<file path="src/rtl/lsu_stage.sv">
// lsu_stage: single-entry load/store stage; one word-addressed memory beat per load/store,
// alignment checks, load extension and pass-through of non-memory bundles to write-back.
module lsu_stage (
    input  logic        clk,
    input  logic        rst,
    input  logic        valid_in_exu,
    output logic        ready_out_exu,
    input  logic [2:0]  func3,
    input  logic        mem_ren,
    input  logic        mem_wen,
    input  logic [31:0] alu_result,
    input  logic [31:0] wdata,
    input  logic        gpr_wen,
    input  logic [4:0]  rd,
    input  logic [31:0] pc,
    output logic        valid_out_wbu,
    input  logic        ready_in_wbu,
    output logic [31:0] wb_data,
    output logic        gpr_wen_buf,
    output logic [4:0]  rd_buf,
    output logic [31:0] pc_buf,
    output logic        misalign_buf,
    output logic        mem_req_valid,
    input  logic        mem_req_ready,
    output logic [31:0] mem_req_addr,
    output logic        mem_req_wen,
    output logic [31:0] mem_req_wdata,
    output logic [3:0]  mem_req_wmask,
    input  logic        mem_resp_valid,
    input  logic [31:0] mem_resp_rdata
);
    typedef enum logic [1:0] {IDLE, REQ, RESP, DONE} state_e;
    state_e      state_q, state_d;
    logic [2:0]  func3_q, func3_d;
    logic        wen_q, wen_d;
    logic [31:0] addr_q, addr_d;
    logic [31:0] wdata_q, wdata_d;
    logic        gpr_wen_q, gpr_wen_d;
    logic [4:0]  rd_q, rd_d;
    logic [31:0] pc_q, pc_d;
    logic        misalign_q, misalign_d;
    logic [31:0] wb_data_q, wb_data_d;
    logic        in_mis, sext, req;
    logic [1:0]  off;
    logic [31:0] shifted, ld_val;
    always_comb begin
        // func3[1:0]: 00 byte, 01 half, anything else behaves as a word
        in_mis  = (mem_ren | mem_wen) &&
                  (func3[1:0] == 2'b01 ? alu_result[0] : (func3[1:0] != 2'b00 && alu_result[1:0] != 2'b00));
        off     = addr_q[1:0];
        sext    = ~func3_q[2];
        shifted = mem_resp_rdata >> {off, 3'b000};
        ld_val  = func3_q[1:0] == 2'b00 ? {{24{sext & shifted[7]}}, shifted[7:0]} :
                  func3_q[1:0] == 2'b01 ? {{16{sext & shifted[15]}}, shifted[15:0]} : mem_resp_rdata;
        state_d    = state_q;
        func3_d    = func3_q;
        wen_d      = wen_q;
        addr_d     = addr_q;
        wdata_d    = wdata_q;
        gpr_wen_d  = gpr_wen_q;
        rd_d       = rd_q;
        pc_d       = pc_q;
        misalign_d = misalign_q;
        wb_data_d  = wb_data_q;
        case (state_q)
            IDLE: if (valid_in_exu) begin
                func3_d    = func3;
                wen_d      = mem_wen;
                addr_d     = alu_result;
                wdata_d    = wdata;
                gpr_wen_d  = gpr_wen & ~in_mis;
                rd_d       = rd;
                pc_d       = pc;
                misalign_d = in_mis;
                wb_data_d  = in_mis ? 32'h0 : alu_result;
                state_d    = ((mem_ren | mem_wen) && !in_mis) ? REQ : DONE;
            end
            REQ:  state_d = mem_req_ready ? RESP : REQ;
            RESP: if (mem_resp_valid) begin
                wb_data_d = wen_q ? wb_data_q : ld_val;
                state_d   = DONE;
            end
            DONE: state_d = ready_in_wbu ? IDLE : DONE;
            default: state_d = IDLE;
        endcase
    end
    always_ff @(posedge clk or negedge rst) begin
        if (!rst) begin
            state_q    <= IDLE;
            func3_q    <= 3'h0;
            wen_q      <= 1'b0;
            addr_q     <= 32'h0;
            wdata_q    <= 32'h0;
            gpr_wen_q  <= 1'b0;
            rd_q       <= 5'h0;
            pc_q       <= 32'h0;
            misalign_q <= 1'b0;
            wb_data_q  <= 32'h0;
        end else begin
            state_q    <= state_d;
            func3_q    <= func3_d;
            wen_q      <= wen_d;
            addr_q     <= addr_d;
            wdata_q    <= wdata_d;
            gpr_wen_q  <= gpr_wen_d;
            rd_q       <= rd_d;
            pc_q       <= pc_d;
            misalign_q <= misalign_d;
            wb_data_q  <= wb_data_d;
        end
    end
    // request fields are zero outside REQ so reset and idle present a quiet port
    assign req           = state_q == REQ;
    assign ready_out_exu = state_q == IDLE;
    assign valid_out_wbu = state_q == DONE;
    assign mem_req_valid = req;
    assign mem_req_addr  = req ? {addr_q[31:2], 2'b00} : 32'h0;
    assign mem_req_wen   = req & wen_q;
    assign mem_req_wmask = !(req && wen_q) ? 4'h0 :
                           func3_q[1:0] == 2'b00 ? 4'b0001 << off :
                           func3_q[1:0] == 2'b01 ? 4'b0011 << off : 4'b1111;
    assign mem_req_wdata = !(req && wen_q) ? 32'h0 :
                           func3_q[1:0] == 2'b00 ? {4{wdata_q[7:0]}} :
                           func3_q[1:0] == 2'b01 ? {2{wdata_q[15:0]}} : wdata_q;
    assign wb_data       = wb_data_q;
    assign gpr_wen_buf   = gpr_wen_q;
    assign rd_buf        = rd_q;
    assign pc_buf        = pc_q;
    assign misalign_buf  = misalign_q;
endmodule

</file>
<file path="config.mk">
export PLATFORM = sky130hd
export DESIGN_NAME = lsu_stage
export DESIGN_NICKNAME = d
export VERILOG_FILES = /design/src/rtl/lsu_stage.sv
export SDC_FILE = /design/constraint.sdc
export NUM_CORES = 1
export LEC_CHECK = 0
export BUFFER_PORTS_ARGS = -buffer_cell sky130_fd_sc_hd__clkbuf_2
export CAP_MARGIN = 20
export CORE_MARGIN = 2
export CORE_UTILIZATION = 49
export CTS_CLUSTER_SIZE = 10
export DETAILED_ROUTE_END_ITERATION = 12
export GPL_TIMING_DRIVEN = 0
export PLACE_DENSITY_LB_ADDON = 0.3
export SLEW_MARGIN = 30
export SYNTH_ARGS = -nofsm -noshare
export SYNTH_HDL_FRONTEND = slang
export SYNTH_SLANG_ARGS = --single-unit
</file>
<file path="constraint.sdc">
create_clock -name clk -period 1.8 [get_ports clk]
set_input_delay 0.18 -clock clk [delete_from_list [all_inputs] [get_ports clk]]
set_output_delay 0.18 -clock clk [all_outputs]
set_load 0.05 [all_outputs]
</file>
# After elaboration in Yosys (flattened, before gate mapping)
# Cells that the tools add are included.
word_totals:
  register_bits: 141
  inputBits: 145
  elab_cells: 62
classes:
  eq_ne: 8
  shifts: 3
  mux: 21
  n_bitwise: 7
  reduce_logical: 13
ops:
  columns: ["cell", "count"]
  rows:
  - ["$mux W32", 10]
  - ["$pmux W32 S2", 1]
  - ["$shr A32 B5 Y16", 1]
  - ["$mux W4", 3]
  - ["$mux W2", 5]
  - ["$pmux W2 S4", 1]
  - ["$eq A2 B1 Y1 const B", 3]
  - ["$ne A2 B2 Y1 const B", 3]
  - ["$reduce_bool A2 Y1", 3]
  - ["$and A1 B1 Y1", 4]
  - ["$eq A2 B2 Y1 const B", 2]
  - ["$logic_and A1 B1 Y1", 4]
  - ["$logic_not A2 Y1", 2]
  - ["$reduce_and A2 Y1", 2]
  - ["$reduce_and A4 Y1", 1]
  - ["$shl A1 B2 Y4 const A", 1]
  - ["$shl A2 B2 Y4 const A", 1]
  - ["$not A1 Y1", 2]
  - ["$logic_not A1 Y1", 1]
  - ["$mux W1", 1]
  - ["$or A1 B1 Y1", 1]

# Logic depth before layout (Yosys ltp)
# Gate-level depths: netlist (run 1).
logic_depth:
  depth_word: 9
  mapped_depth: 8
  mapped_depth_nobuf: 4

# Worst setup path before layout (run 1)
# Ideal clock, no wire load.
synth_timing:
  path_kind: "reg2reg"
  startpoint: "register state_q[1]"
  endpoint: "register pc_q[0] (netlist: pc_buf[0])"
  setup_time_ns: 0.066
  arrival_ns: 1.999
  required_time_ns: 1.734
  setup_slack_ns: -0.266
  path_stages_with_launch: 9
  n_path_buf: 4
  path_cell_list: "dfrtp_1 -> buf_2 -> nor2_1 -> and2_1 -> buf_2 -> buf_2 -> buf_2 -> nand2_1 -> nand2_1"
synth_via:
  elab_chain_cells: 2
synth_rtl:
  columns: ["item", "line_no", "text"]
  rows:
  - ["from (decl)", "33", "state_e state_q, state_d;"]
  - ["from (signal assigned)", "100", "state_q <= state_d;"]
  - ["$logic_not A2 Y1", null, null]
  - ["net ready_out_exu", "7", "output logic ready_out_exu,"]
  - ["$reduce_and A2 Y1 (no source line)", null, null]
  - ["to (signal assigned)", "107", "pc_q <= pc_d;"]
  - ["to (decl)", "40", "logic [31:0] pc_q, pc_d;"]
# The timed path passes the listed nets, and every way through them passes these cells.
# A chain may end at the register's enable or synchronous reset.

# Final worst setup path (run 1)
layout_timing:
  startpoint: "register func3_q[1]"
  endpoint: "output mem_req_wdata[27]"
layout_via:
  elab_chain_cells: 4
  elab_cells_between_ends: 5
  cone_classes: "eq/ne (1); mux (3); reduce/logical (1)"
layout_rtl:
  columns: ["item", "line_no", "text"]
  rows:
  - ["from (decl)", "34", "logic [2:0] func3_q, func3_d;"]
  - ["from (signal assigned)", "101", "func3_q <= func3_d;"]
  - ["$eq A2 B1 Y1", "124", "func3_q[1:0] == 2'b01 ? {2{wdata_q[15:0]}} : wdata_q;"]
  - ["$mux W32", "124", null]
  - ["$mux W32 (*)", "123", "func3_q[1:0] == 2'b00 ? {4{wdata_q[7:0]}} :"]
  - ["$mux W32 (*)", "122", "assign mem_req_wdata = !(req && wen_q) ? 32'h0 :"]
  - ["to (decl)", "27", "output logic [31:0] mem_req_wdata,"]
# Every way passes the cells marked *; elsewhere a longest branch is shown, timed or not.

==> results of run 1 <==
registers in the layout, summed over array words and instances, names as in the netlist:
name,count
func3_q,3
wb_data,32
gpr_wen_buf,1
wen_q,1
addr_q,32
misalign_buf,1
pc_buf,32
state_q,2
wdata_q,32
rd_buf,5
metal layers:
layer | part of all wire | track usage | vias up | routed length [um]
li1 | - | - | 3760 | -
met2 | 0.48 | 0.661 | 773 | 16500
met4 | 0.077 | 0.205 | 0 | 2630
met1 | 0.34 | 0.451 | 4152 | 11800
met5 | 0 | 0 | - | 0
met3 | 0.099 | 0.0826 | 228 | 3380
cell usage after synthesis (all sizes together), types with 2 or more instances:
master	number	share of area
a211oi	9	0.012
a21boi	16	0.017
a21oi	33	0.023
a222oi	5	0.0070
a22o	5	0.0061
a31oi	19	0.017
a32oi	8	0.0098
and2	33	0.029
and3	9	0.0078
buf	49	0.037
clkbuf	18	0.0094
dfrtp	141	0.49
ha	4	0.0070
inv	8	0.0042
mux2i	24	0.034
nand2	353	0.19
nand2b	4	0.0035
nand3	2	0.0014
nand3b	2	0.0021
nand4	4	0.0035
nor2	46	0.024
nor2b	4	0.0035
nor3	4	0.0035
nor4	4	0.0094
o211ai	10	0.010
o21ai	11	0.0077
o22ai	17	0.015
layout by cell type, fill, tap and decap left out, types with 6 or more instances in the layout:
master / instances
nand2_1: 335
clkbuf_2: 220
dfrtp_1: 140
dlygate4sd3_1: 103
buf_8: 43
clkbuf_8: 40
buf_4: 36
buf_6: 28
clkbuf_16: 26
nor2_1: 25
and2_1: 21
nand2_2: 17
a21boi_0: 16
a21oi_2: 15
mux2i_1: 14
a21oi_1: 13
o22ai_1: 13
and2_4: 12
a31oi_1: 12
nor2_2: 11
buf_12: 10
nor2_4: 10
o211ai_1: 10
and3_1: 9
a211oi_2: 8
a32oi_1: 8
o21ai_1: 7
mux2i_4: 6
bufinv_16: 6
where the power goes:
| part | switching [mW] | internal, mW | total [mW] |
|---|---|---|---|
| Clock | 1.40 | 2.62 | 4.02 |
| Sequential | 1.21 | 4.65 | 5.87 |
| Combinational | 9.33 | 5.22 | 14.6 |
critical path, delay by kind of cell, from the launching register on:
family | cells | cell delay (ns)
AO/OA/AOI/OAI | 1 | 0.11
buffers and inverters | 4 | 0.61
flip-flops | 1 | 0.40
AND/OR/NAND/NOR | 2 | 0.40
what timing repair did:
action | in CTS | in global routing
endpoints found under the hold margin | 146 | 0
hold buffers | 103 | 0
gates resized for setup | 256 | 175
pin swaps | 12 | 12
setup endpoints to repair | 119 | 205
setup buffers | 22 | 12
cloned | 4 | 11
metrics by stage:
stage / setup slack (ns) / setup TNS [ns]
after floorplan: -0.170 / -1.73
after global placement: -1.83 / -280.28
after detailed placement: -0.576 / -22.05
after CTS: -0.203 / -8.82
after global routing: -0.335 / -16.75
final: -0.340 / -13.20
worst max-delay path by stage:
stage / startpoint / endpoint / slack (ns) / cells past startpoint
after global placement: rst / wdata_q[24]$_DFFE_PN0P_ / -1.83 / 1
final: func3_q[1]$_DFFE_PN0P_ / mem_req_wdata[27] / -0.34 / 7
after global routing: func3_q[1]$_DFFE_PN0P_ / mem_req_wdata[27] / -0.34 / 7
after floorplan: state_q[0]$_DFFE_PN0P_ / mem_req_wmask[1] / -0.17 / 5
after CTS: state_q[1]$_DFFE_PN0P_ / mem_req_wdata[30] / -0.20 / 7
after detailed placement: state_q[0]$_DFFE_PN0P_ / mem_req_addr[16] / -0.58 / 6
kinds of logic (layout without fill, tap and decap cells):
| group | after synthesis | after routing | synth area share |
|---|---|---|---|
| compound gates | 140 | 140 | 0.133 |
| flops | 141 | 141 | 0.491 |
| fa+ha+maj | 4 | 4 | 0.00697 |
| mux | 25 | 25 | 0.0371 |
| buf+inv | 75 | 537 | 0.0507 |
| simple gates | 471 | 473 | 0.280 |
| other cells | 1 | 4 | 0.000522 |
layout make-up:
type | instances | area (um2) | area share
Inverter | 8 | 47.5 | 0.00372
Antenna cell | 2 | 5.00 | 0.000392
Tap cell | 184 | 230 | 0.0180
Buffer | 64 | 717 | 0.0561
Multi-Input combinational cell | 644 | 3870 | 0.303
Clock inverter | 11 | 216 | 0.0170
Timing Repair Buffer | 436 | 3710 | 0.291
Clock buffer | 18 | 439 | 0.0344
Sequential cell | 141 | 3530 | 0.276
==> metrics list, run 1 <==
- The flow ran to the end, but the final reports show violations.
* Violated checks: setup timing
- Per-instance average area after synthesis: 8.38 um2
* Fraction of synthesis flops using an asynchronous set or reset pin: 1.00
- Across the routed clock network, the largest skew measured is 0.00640 ns.
- Core area: 14400 um2
- After routing the design area is 12800 um2.
- The path with the worst hold slack has its endpoint at addr_q[17]$_DFFE_PN0P_.
* Startpoint of the lowest-slack hold path: alu_result[17]
- Setup violations remaining at the end of the flow were counted as 86.
* Slew of the pin with the lowest slew margin: 0.637 ns
- CP max stage delay: 0.40 ns
- Maximum number of buffers from clock root to sink: 2
- For this design the static power due to leakage is 6.34 nW.
- Number of synthesized register bits: 141
* Number of clock sinks: 141
* Post-layout nets: 1461
- Across the VDD grid, the largest voltage drop is 1.15 mV.
- Yosys printed 0 warnings.
* Maximum clock frequency: 467 MHz
- The later pin in the worst-skew pair is clocked with a latency of 0.42 ns.
- CP max stage cell: dfrtp_1
- In this run the worst hold path is classified as in -> reg.
* Relative max-transition margin: 0.572
- Final total power: 24.4 mW
- Data required time of the critical path: 1.62 ns
- After synthesis the cells add up to 7180 um2.
* Maximum number of pins on one net before global-route repair: 54
* Final clock period utilization by the worst path: 1.19
* DRC viols: 0
* Setup repair after global routing missed its margin: yes
- Clock transition at path regs: 0.06 ns
- DR WL/cell: 22.7 um
- Clock tree from TritonCTS: yes
* Post-detailed-placement cell area: 9040 um2
- Final WS setup: -0.340 ns
- Site row count: 44
- The most numerous cell type found on the critical path is buf_6.
- Number of fillers in the final layout: 645
- Depth of the worst register-to-register path: 7
- Number of antenna violations at the first check in global routing: 2
* Max-slew violation count: 0
- Vias after detailed routing: 8913
* Worst-case hold slack: 0.0135 ns
- The pre-antenna-repair detailed-routing pass consisted of 8 iterations.
* Vias in the first global route: 8798
- The floorplan step defined a die boundary enclosing 15600 um2.
- Excluding fillers, the count of instances in the completed layout stands at 1508.
* Number of placed I/O pins: 288
* Post-layout util: 0.885
* Count of flip-flops with a built-in enable after synthesis: 0
- Distinct cell type count of the synthesized netlist: 52
- Post-detailed-route via-to-cell ratio: 5.91
- The H-tree was split into 4 levels.
* Count of max-cap constraint violations: 0
- Peak fanout along the critical path: 10
* Worst EP arrival: 1.96 ns
- Clock tree synthesis inserted a total of 17 buffers.
* Count of placed standard cells including taps: 1329
- The cell count after synthesis came out at 857.
* Starting density of the core: 0.498
* Total power per unit cell area: 1910 nW/um2
- Growth of design area from synthesis to finish: 77.9%
- Count of cells along the worst hold path: 3
- Final critical path time including I/O delays and setup: 2.14 ns
- Startpoint type of the worst setup path: flop
* Number of design-rule violations left by the first detailed-router iteration: 1079
* Weighted congestion reported at the end of routability-driven placement: 0.930
- The first global-routing pass estimated 47.2 mm of wire.
- In this run the horizontal extent of the chip is 125 um.
- Kind of critical path: reg -> out
- The setup check on the worst reg-to-reg path leaves a slack of -0.27 ns.
* Main synth FF type: dfrtp_1
- Remaining number of nets flagged by the antenna check after routing: 0
- Die Y-Extent: 125 um
- Global Route Usage Sum: 0.384
* Fraction of final layout cells sized beyond drive strength 1: 0.408
* Aggregate global routing overflow: 0
- Worst-path cell chain: buf_6 -> buf_6 -> buf_6 -> nor2_2 -> a21oi_2 -> nor2_4 -> buf_8
- Total wire length after detailed routing: 34.2 mm
- The wire-length estimate of the detail-placed layout is 17.9 mm.
- Post-synthesis sequential area ratio: 0.491
* R2R Path End: wb_data[11]$_DFFE_PN0P_
- The worst register-to-register path begins at func3_q[1]$_DFFE_PN0P_.
* Buffers added on ports: 285
- STA classifies the critical path endpoint as an output port.
- Clk Tree Root Cell: clkbuf_16
- The final number of hold-violating endpoints came to 0.
Power figures use the tool's default switching activity.
==> run 2, diff against run 1 <==
--- a/config.mk
+++ b/config.mk
@@ -8,7 +8,8 @@
 export BUFFER_PORTS_ARGS = -buffer_cell sky130_fd_sc_hd__clkbuf_2
 export CAP_MARGIN = 20
 export CORE_MARGIN = 2
-export CORE_UTILIZATION = 49
+export CORE_UTILIZATION = 50
+export CTS_BUF_LIST = sky130_fd_sc_hd__clkbuf_2 sky130_fd_sc_hd__clkbuf_4 sky130_fd_sc_hd__clkbuf_8
 export CTS_CLUSTER_SIZE = 10
 export DETAILED_ROUTE_END_ITERATION = 12
 export GPL_TIMING_DRIVEN = 0
==> run 2 against run 1 <==
The flow now stops in global routing. Synthesized area unchanged. Synthesized cell count stayed put.
==> metrics list, run 2 <==
* Post-synthesis cell type with the largest combined area: dfrtp_1
- Entering global routing, the biggest net connects 82 pins.
- The cell sitting at the root of the clock tree is a clkbuf_8.
- Terminating stage of the flow: global routing
- After the last repair the worst path ends at a top-level output.
- Count leader, synth: nand2_1
- Log Error: [ERROR DPL-0038] Utilization greater than 100%, impossible to legalize
- Buffers added on ports: 285 (unchanged)
- The effective utilization at floorplan came to 0.515 (+0.0175).
- The gate count of the mapped netlist was 857 (unchanged).
- Synthesized cell area: 7180 um2 (unchanged)
* Proportion of netlist area held by the largest area contributor: 0.491 (unchanged)
- In the synthesized netlist the dominant register cell turns out to be dfrtp_1.
- Maximum number of buffers from clock root to sink: 2 (unchanged)
- Count of flip-flops with a built-in enable after synthesis: 0 (unchanged)
* Per-instance average area after synthesis: 8.38 um2 (unchanged)
- The register bit total from synthesis is 141 (unchanged).
- The site row count is 43 (-2.3%).
- Fraction of synthesis flops using an asynchronous set or reset pin: 1.00 (unchanged)
- Weighted congestion reported at the end of routability-driven placement: 0.959 (+3.1%)
* Number of placed I/O pins: 288 (unchanged)
- The HPWL after detailed placement is 17.8 mm (-0.86%).
- Yosys synthesis warning count: 0 (unchanged)
- After synthesis, the cell types taking the most area are dfrtp_1 49%, nand2_1 18%, mux2i_1 3.2%.
* Count of placed standard cells including taps: 1324 (-0.38%)
- The sink count of the clock tree is 141 (unchanged).
* Outcome: did not finish
* Level count of the clock H-tree: 4 (unchanged)
- Post-synthesis sequential area ratio: 0.491 (unchanged)
- Die Y-Extent: 124 um (-0.97%)
- The number of buffers inserted during clock tree synthesis is 17 (unchanged).
- Die X-Extent: 124 um (-0.97%)
- Distinct cell type count of the synthesized netlist: 52 (unchanged)
- Counting instances in the post-synthesis netlist gives the leading cell types as 352 x nand2_1, 141 x dfrtp_1, 46 x nor2_1.
* Worst endpoint after global-route timing repair: mem_req_wdata[27]
[run 2: cell families after synthesis]
group           synth area share
mux                       0.0371
fa+ha+maj                0.00697
simple gates               0.280
other cells             0.000522
buf+inv                   0.0507
flops                      0.491
compound gates             0.133
[run 2: metrics by stage]
step	cell area, um2	setup TNS [ns]	setup WS [ns]	hold WS, ns
3_5_place_dp	9010	-23.84	-0.652	0.201
2_1_floorplan	7320	-1.73	-0.170	-0.116
3_3_place_gp	8970	-277.96	-1.83	0.371
4_1_cts	12300	-14.40	-0.288	0.00426
[run 2: timing repair]
action	4_1_cts
setup endpoints to repair	103
setup buffers	17
hold endpoints to repair	179
hold buffers	117
cloned	8
resized for setup	329
pin swaps	43
==> run 3, diff against run 2 <==
--- a/config.mk
+++ b/config.mk
@@ -8,12 +8,10 @@
 export BUFFER_PORTS_ARGS = -buffer_cell sky130_fd_sc_hd__clkbuf_2
 export CAP_MARGIN = 20
 export CORE_MARGIN = 2
-export CORE_UTILIZATION = 50
-export CTS_BUF_LIST = sky130_fd_sc_hd__clkbuf_2 sky130_fd_sc_hd__clkbuf_4 sky130_fd_sc_hd__clkbuf_8
-export CTS_CLUSTER_SIZE = 10
+export CORE_UTILIZATION = 40
 export DETAILED_ROUTE_END_ITERATION = 12
 export GPL_TIMING_DRIVEN = 0
-export PLACE_DENSITY_LB_ADDON = 0.3
+export PLACE_DENSITY_LB_ADDON = 0.15
 export SLEW_MARGIN = 30
 export SYNTH_ARGS = -nofsm -noshare
 export SYNTH_HDL_FRONTEND = slang
==> run 3 against run 2 <==
The flow now finishes, with violations (setup timing).
==> metrics list, run 3 (synthesized netlist as in run 1, its figures left out) <==
- DR WL/cell: 18.9 um
- Core area: 17400 um2
- Sequential cell area: 3530 um2
- Hold is met by 0.0134 ns.
- The total instance count after detailed placement was 1370 (+3.5%).
- Final critical path time including I/O delays and setup: 2.06 ns
- The first global-routing pass estimated 41.9 mm of wire.
* Number of hold-slack violations in the final timing report: 0
- Die Outline Area: 19000 um2
- Peak fanout along the critical path: 6
- In this run the critical register-to-register path is launched from state_q[1]$_DFFE_PN0P_.
- Clock transition at path regs: 0.06 ns
- The number of I/O port buffers came to 285 (unchanged).
- For this run, the total global-route usage over all layers was measured as 0.292.
- The via count of the first global-routing pass came to 7881.
* Number of cells in the finished layout apart from fillers: 1556
- Summed over all layers, the global routing overflow is 0.
- TritonCTS built the clock tree.
* Total wire length after detailed routing: 29.4 mm
- The initial antenna violation count came to 1.
* Violated checks: setup timing
- Max-cap violations in this run came to 0.
- Final clock period utilization by the worst path: 1.14
* Final count of negative-setup-slack endpoints: 71
- Outcome: finished, violations left
- At the end of the flow, the number of nets in the layout was 1466.
- Maximum clock frequency: 486 MHz
* Commonest cells after routing, fill and taps aside: 336 x nand2_1, 219 x clkbuf_2, 140 x dfrtp_1
* Maximum number of pins on one net before global-route repair: 76
- Clk Tree Root Cell: clkbuf_16
- Number of fillers in the final layout: 1209
- Design Area, Final: 13000 um2
- Static leakage power: 6.41 nW
- Kind of critical path: reg -> out
- Measured in cells, the most critical reg-to-reg path has a length of 7.
* Total power per unit cell area: 1810 nW/um2
* Setup repair after global routing missed its margin: yes
- The first detailed-routing pass ran for 5 iterations.
- The number of H-tree levels was 4 (unchanged).
- The placed instance area came to 9090 um2 (+0.93%).
* Data required time of the critical path: 1.62 ns
- From synthesis to final layout, the design area changed by 81.1%.
- Footprint of the multi-input gates: 3900 um2
- The worst setup path is captured at an output port.
- Number of placed I/O pins: 288 (unchanged)
* Relative max-transition margin: 0.595
- Maximum number of buffers from clock root to sink: 2 (unchanged)
- Die X-Extent: 138 um (+11%)
- The detailed router finished its first iteration with 716 violations.
- Fraction of final layout cells sized beyond drive strength 1: 0.420
* Starting density of the core: 0.412 (-0.103)
* IR drop worst, VDD: 1.08 mV
* Setup slack of the worst register-to-register path: -0.02 ns
- The number of buffers inserted during clock tree synthesis was 17 (unchanged).
- Leaving out fill and tap cells, the most frequent cell in the layout is nand2_1.
- Min-delay worst type: in -> reg
* Worst EP arrival: 1.88 ns
- Critical path launch point: func3_q[1]$_DFFE_PN0P_
* Die Y-Extent: 138 um (+11%)
- STA classifies the critical path startpoint as a flop.
- Final WS setup: -0.259 ns
- In this run the worst setup path terminates at mem_req_wdata[13].
- Weighted congestion reported at the end of routability-driven placement: 0.914 (-4.6%)
- Vias after detailed routing: 8113
- Slew of the pin with the lowest slew margin: 0.608 ns
- DRC viols: 0
* Clock tree skew after final layout: 0.00700 ns
- Site row count: 48 (+12%)
- Clk_lat worst skew: 0.43 ns
- R2R Path End: wb_data[12]$_DFFE_PN0P_
* Max-slew violation count: 0
* Number of clock sinks: 141 (unchanged)
* Post-detailed-route via-to-cell ratio: 5.21
- The detail route stage leaves a number of antenna-violating nets equal to 0.
- The HPWL after detailed placement came to 18.4 mm (+3.5%).
run 3: layout make-up:
| cell class | instances | share of cell area |
|---|---|---|
| Tap cell | 225 | 0.0217 |
| Timing Repair Buffer | 444 | 0.304 |
| Sequential cell | 141 | 0.272 |
| Antenna cell | 1 | 0.000192 |
| Buffer | 61 | 0.0515 |
| Multi-Input combinational cell | 644 | 0.300 |
| Inverter | 8 | 0.00308 |
| Clock inverter | 14 | 0.0141 |
| Clock buffer | 18 | 0.0338 |
run 3: layer usage:
metal,track usage,part of all wire
met5,0,0
met1,0.358,0.39
met3,0.0716,0.089
met2,0.494,0.49
met4,0.118,0.033
run 3: worst max-delay path: stages (launching register included):
cell and delay [ns]:
dfrtp_1 0.40, buf_6 0.14, buf_12 0.13, nor2_4 0.18, buf_4 0.15, nand2_2 0.05
a21oi_2 0.21, buf_8 0.18
run 3: worst min-delay path by stage:
stage	slack (ns)	end	startpoint	cells past startpoint
after floorplan	-0.12	addr_q[0]$_DFFE_PN0P_	rst	0
after global placement	0.37	rd_buf[3]$_DFFE_PN0P_	rd[3]	3
after global routing	0.01	addr_q[31]$_DFFE_PN0P_	alu_result[31]	3
after CTS	0.004	addr_q[31]$_DFFE_PN0P_	alu_result[31]	3
final	0.01	addr_q[31]$_DFFE_PN0P_	alu_result[31]	3
after detailed placement	-0.01	addr_q[20]$_DFFE_PN0P_	rst	1
run 3: where the power goes:
| part | leakage, nW | switching [mW] | internal (mW) |
|---|---|---|---|
| registers | 1.74 | 1.09 | 4.65 |
| clock network | 0.297 | 1.51 | 2.25 |
| logic | 4.37 | 8.77 | 5.31 |
run 3: per-stage QoR:
stage | setup WS, ns | setup TNS, ns | utilization | power, mW
after floorplan | -0.170 | -1.73 | - | 13.3
after global placement | -1.96 | -304.07 | 0.518 | 15.9
final | -0.259 | -8.22 | 0.746 | 23.6
after global routing | -0.293 | -15.08 | 0.746 | 24.7
after CTS | -0.233 | -12.02 | 0.693 | 21.8
after detailed placement | -0.710 | -29.14 | 0.522 | 16.1
run 3: what timing repair did:
action                                  in CTS  in global routing
endpoints found under the setup margin     121                205
gates resized for setup                    252                205
hold buffers                               104                  0
cloned                                       5                 16
pin swaps                                   22                 14
endpoints found under the hold margin      178                  0
setup buffers                               19                 15
